==> src/rtl/irq_commit_sequencer.sv <==
// rtl/irq_commit_sequencer.sv - commit-stage interrupt sequencer between ROB retirement and CSR file
//
// Purpose:
//   On an enabled pending interrupt, stalls dispatch, waits for the ROB to drain,
//   then fires one irq_taken/flush pulse with a precise EPC followed by one fetch
//   redirect to the trap handler. Retiring mret/ecall jumps win over interrupts.
//   A drain that never completes is aborted and followed by a holdoff window, and
//   a new interrupt is only accepted once an instruction has retired after the
//   previous redirect.
//
// Ports:
//   clk, rst          core clock, synchronous active-high reset
//   irq_req           enabled pending interrupt (already masked by mstatus.MIE)
//   rob_empty         ROB holds no instructions
//   commit_valid      at least one instruction retired this cycle
//   commit_next_pc    PC of oldest unretired instruction / next dispatch PC
//   sys_jump          mret/ecall retiring this cycle
//   pc_handler        trap vector target from CSR file
//   dispatch_stall    block dispatch into ROB
//   irq_taken         1-cycle pulse to CSR file, irq_epc valid alongside
//   irq_epc           exception PC
//   flush             1-cycle pipeline/ROB flush
//   redirect_valid    1-cycle fetch redirect, redirect_pc valid alongside
//   redirect_pc       redirect target
//   busy              sequencer not idle
//   drain_timeout     1-cycle pulse when a drain is aborted

module irq_commit_sequencer #(
  parameter int ADDR_WIDTH     = 32,
  parameter int DRAIN_MAX      = 255,
  parameter int HOLDOFF_CYCLES = 16,
  parameter int CNT_W          = 8
) (
  input  logic                  clk,
  input  logic                  rst,
  input  logic                  irq_req,
  input  logic                  rob_empty,
  input  logic                  commit_valid,
  input  logic [ADDR_WIDTH-1:0] commit_next_pc,
  input  logic                  sys_jump,
  input  logic [ADDR_WIDTH-1:0] pc_handler,
  output logic                  dispatch_stall,
  output logic                  irq_taken,
  output logic [ADDR_WIDTH-1:0] irq_epc,
  output logic                  flush,
  output logic                  redirect_valid,
  output logic [ADDR_WIDTH-1:0] redirect_pc,
  output logic                  busy,
  output logic                  drain_timeout
);

  typedef enum logic [2:0] {
    S_IDLE,
    S_DRAIN,
    S_TAKE,
    S_REDIRECT,
    S_HOLDOFF
  } state_t;

  localparam logic [CNT_W-1:0] DRAIN_LAST = CNT_W'(DRAIN_MAX - 1);
  localparam logic [CNT_W-1:0] HOLD_LAST  = CNT_W'(HOLDOFF_CYCLES - 1);
  localparam logic [CNT_W-1:0] CNT_MAX    = {CNT_W{1'b1}};

  state_t                state_q, state_d;
  logic [CNT_W-1:0]      cnt_q, cnt_d, cnt_inc;
  logic [ADDR_WIDTH-1:0] epc_q, tgt_q;
  logic                  progress_ok_q;
  logic                  dispatch_stall_q, irq_taken_q, flush_q;
  logic                  redirect_valid_q, busy_q, drain_timeout_q;

  // Shared drain/holdoff counter, saturating rather than wrapping.
  assign cnt_inc = (cnt_q == CNT_MAX) ? cnt_q : cnt_q + 1'b1;

  always_comb begin
    state_d = state_q;
    cnt_d   = cnt_q;
    unique case (state_q)
      S_IDLE: begin
        // A retiring system jump redirects on its own; the irq is looked at again next cycle.
        if (irq_req && progress_ok_q && !sys_jump) begin
          state_d = S_DRAIN;
          cnt_d   = '0;
        end
      end
      S_DRAIN: begin
        cnt_d = cnt_inc;
        if (sys_jump) begin
          state_d = S_IDLE;
        end else if (!irq_req) begin
          state_d = S_IDLE;
        end else if (rob_empty && !commit_valid) begin
          state_d = S_TAKE;
        end else if (cnt_q == DRAIN_LAST) begin
          state_d = S_HOLDOFF;
          cnt_d   = '0;
        end
      end
      S_TAKE:     state_d = S_REDIRECT;
      S_REDIRECT: state_d = S_IDLE;
      S_HOLDOFF: begin
        cnt_d = cnt_inc;
        if (cnt_q == HOLD_LAST) begin
          state_d = S_IDLE;
        end
      end
      default:    state_d = S_IDLE;
    endcase
  end

  always_ff @(posedge clk) begin
    if (rst) begin
      state_q          <= S_IDLE;
      cnt_q            <= '0;
      epc_q            <= '0;
      tgt_q            <= '0;
      progress_ok_q    <= 1'b1;
      dispatch_stall_q <= 1'b0;
      irq_taken_q      <= 1'b0;
      flush_q          <= 1'b0;
      redirect_valid_q <= 1'b0;
      busy_q           <= 1'b0;
      drain_timeout_q  <= 1'b0;
    end else begin
      state_q <= state_d;
      cnt_q   <= cnt_d;

      // With an empty ROB and nothing retiring, commit_next_pc is the precise EPC.
      if (state_q == S_DRAIN && state_d == S_TAKE) begin
        epc_q <= commit_next_pc;
      end
      if (state_q == S_TAKE) begin
        tgt_q <= pc_handler;
      end

      // TAKE's clear is written last so it wins over a same-cycle retirement.
      if (commit_valid) begin
        progress_ok_q <= 1'b1;
      end
      if (state_q == S_TAKE) begin
        progress_ok_q <= 1'b0;
      end

      // Outputs are registered from the next state so they line up with it.
      dispatch_stall_q <= (state_d == S_DRAIN) || (state_d == S_TAKE) || (state_d == S_REDIRECT);
      busy_q           <= (state_d != S_IDLE);
      irq_taken_q      <= (state_d == S_TAKE);
      flush_q          <= (state_d == S_TAKE);
      redirect_valid_q <= (state_d == S_REDIRECT);
      drain_timeout_q  <= (state_q == S_DRAIN) && (state_d == S_HOLDOFF);
    end
  end

  assign dispatch_stall = dispatch_stall_q;
  assign irq_taken      = irq_taken_q;
  assign irq_epc        = epc_q;
  assign flush          = flush_q;
  assign redirect_valid = redirect_valid_q;
  assign redirect_pc    = tgt_q;
  assign busy           = busy_q;
  assign drain_timeout  = drain_timeout_q;

endmodule

==> config.mk <==
export PLATFORM = sky130hd
export DESIGN_NAME = irq_commit_sequencer
export DESIGN_NICKNAME = d
export VERILOG_FILES = /design/src/rtl/irq_commit_sequencer.sv
export SDC_FILE = /design/constraint.sdc
export NUM_CORES = 1
export LEC_CHECK = 0
export CAP_MARGIN = 20
export CORE_UTILIZATION = 30
export DETAILED_ROUTE_END_ITERATION = 12
export RECOVER_POWER = 100
export SETUP_SLACK_MARGIN = 0.02
export SYNTH_ARGS = -nofsm -noshare
export SYNTH_HDL_FRONTEND = slang
export SYNTH_SLANG_ARGS = --single-unit
==> constraint.sdc <==
create_clock -name clk -period 1.88 [get_ports clk]
set_input_delay 0.376 -clock clk [delete_from_list [all_inputs] [get_ports clk]]
set_output_delay 0.376 -clock clk [all_outputs]
set_load 0.02 [all_outputs]
==> flow_summary.toml <==
[run_status]
outcome = "completed"

[place]
postPlaceCellArea_um2 = 4630
dpl.hpwl_um = 5870
port_buffers = 139
gp_congestion = 0.809

[clock_tree]
numCtsBuffers = 9
clock-root-buffer = "clkbuf_8"
clockBufferDepth = 2
clk_pin_slew_worst_paths_ps = 80
cts_sinks = 81
insertion_delay_ps = 340
hold_buffers = 0
cts_tree = "built"
cts_max_level = 3

[worst_setup_path]
rr_worst_depth = 8
critPathSlowestCell = "dlygate4sd3_1"
path_depth = 1
crit_type = "register to primary output"
end_kind = "primary output"
cp_cell_sequence = "dlygate4sd3_1"
crit_family = "buffers and inverters"
critical_path_arrival_ps = 1370
max_stage_delay_ps = 700
cp_max_fo = 2
path_buf_inv = 1
cp.required_ps = 1500
startpoint_type = "register"

[synth]
synth_largest_area_cell = "dfxtp_1"
syn_nets = 452
ys_warn_count = 0
syn_area_um2 = 3040
synthTopCellsByArea = "dfxtp_1, nand2_1, a21oi_1, clkbuf_1, nand3_1"
synth_most_common_cell = "nand2_1"
syn_inst = 380
synth_flop_cell = "dfxtp_1"
synthArstFlopShare_pct = 0
synth_seq_cells = 81
synth_top_area_share_pct = 53.4
synth.avg_cell_area_um2 = 7.99
ys_types = 37
synth_edf_count = 0
ys_seq_area_share_pct = 53.4
synthTopCellsByCount = "nand2_1, dfxtp_1, a21oi_1"

[drt]
met1Wirelength_um = 3720
drtIter0Drc = 101
vias_per_cell = 4.59
num_vias = 3020
wire_per_inst_um = 12.7
drc = 0
wl_um = 8340
dr.pass1.iters = 4
routed.top_layer = "met4"
wl_met3_um = 657
antenna_left = 0
met2_length_um = 3920

[power]
ir_worst_vdd_uv = 338
power.share.clock_pct = 35.9
cellInternalPower_w = 0.00240
combPwrFrac_pct = 8.7
p_leak_nw = 1.86
power_density_nw_per_um2 = 654
p_sw_share_pct = 23.2
switching_power_w = 0.000725
seq_power_share_pct = 55.4

[cells_and_area]
num-nets-final = 593
regArea_um2 = 1620
n_antenna_cell = 0
final_layout_size_suffix_gt1_share_pct = 7.05
utilization_pct = 48.9
multiInputGateArea_um2 = 1290
synthToLayoutAreaGrowth_pct = 57.3
nFillCells = 977
final_cell_area_um2 = 4780

[sta]
slew_headroom_pct = 55.4
tightest_slew_ps = 669
fin_skew_ps = 8.38
slew_violations = 0
rsz0062_at_grt = "false"
hold_viol = 0
period_share_pct = 92.9
finalSetupViolCount = 0
fmax_ghz = 0.572
layout_min_cycle_time_ps = 1750

[die]
die_x_um = 103
dieArea_um2 = 10500
fp.dieH_um = 103
fp.coreArea_um2 = 9770
ioPinCount = 140
start_util_pct = 31.1
rows = 36

[hold_path]
whs_path_depth = 2
hold_path.class = "register to register"

[grt]
grt_pass1_wl_um = 12800
grt_max_degree = 67
grt.total_usage_pct = 15.6
grt.overflow.total = 0
grt_antenna_before_repair = 0
grt_pass1_vias = 2660

[run]
drv_cap = 0
[cells in the final DEF (no fill, tap or decap), types with 4 or more instances in the layout]
cell type	netlist	layout
nand2_1	134	134
dfxtp_1	81	81
dlygate4sd3_1	0	70
a21oi_1	69	69
clkdlybuf4s50_1	0	68
nor2_1	13	12
nand3_1	10	10
clkbuf_8	0	10
buf_4	2	9
nor2b_1	5	5
o21ai_0	4	4
[flip-flops by register name, indices dropped and copies added, names as in the netlist]
signal	count
irq_epc	32
redirect_pc	32
cnt_q	8
state_q	3
busy	1
dispatch_stall	1
drain_timeout	1
flush	1
progress_ok_q	1
redirect_valid	1
[path summary, 6_finish.rpt]
path | from | endpoint | slack (ps)
worst max-delay path | redirect_pc[7] | redirect_pc[7] | 130
worst min-delay path | redirect_pc[31] | redirect_pc[31] | 450
worst max register to register | cnt_q[0] | cnt_q[6] | 160
worst min register to register | redirect_pc[31] | redirect_pc[31] | 450
[power by group through the flow]
stage                     Sequential (W)  Clock, W  Combinational, W
after detailed placement         0.00177         0          0.000276
after floorplan                  0.00178         0         0.0000702
after global routing             0.00173   0.00127          0.000292
final                            0.00173   0.00112          0.000273
after global placement           0.00177         0          0.000274
after CTS                        0.00173   0.00118          0.000278
[final cells by class]
| cell class | instances | share of cell area (%) |
|---|---|---|
| inverters | 3 | 0.236 |
| clock inverters | 5 | 0.681 |
| multi-input cells | 272 | 27.0 |
| repair buffers | 154 | 31.7 |
| clock buffers | 10 | 2.88 |
| well taps | 133 | 3.48 |
| flip-flops and latches | 81 | 33.9 |
[kinds of logic after synthesis]
logic type	Yosys count	synth area share [%]
flip-flops	81	53.4
adder cells (fa/ha/maj)	2	0.824
AND/OR/NAND/NOR	176	24.3
AO/OA/AOI/OAI	94	17.7
buffers and inverters	27	3.83
[per-stage QoR]
stage	setup slack, ps	hold slack (ps)	cells	setup TNS, ps	total power (W)
6_report	133	451	658	0	0.00313
5_1_grt	29.5	463	658	0	0.00330
4_1_cts	133	457	657	0	0.00319
3_5_place_dp	-184	446	642	-1510	0.00205
3_3_place_gp	-128	442	642	-769	0.00204
2_1_floorplan	386	453	380	0	0.00185
[repair_timing]
| item | in CTS | in global routing |
|---|---|---|
| setup buffers | 0 | 1 |
| resized for setup | 0 | 2 |
| endpoints found under the setup margin | 0 | 5 |
[per-layer routing]
layer  vias to the layer above  global-route usage [%]
li1                       1545                       -
met1                      1384                    19.8
met2                        87                    24.5
met3                         4                    5.97
met4                         0                    4.62
met5                         -                       0
(Power assumes the default switching activity.)
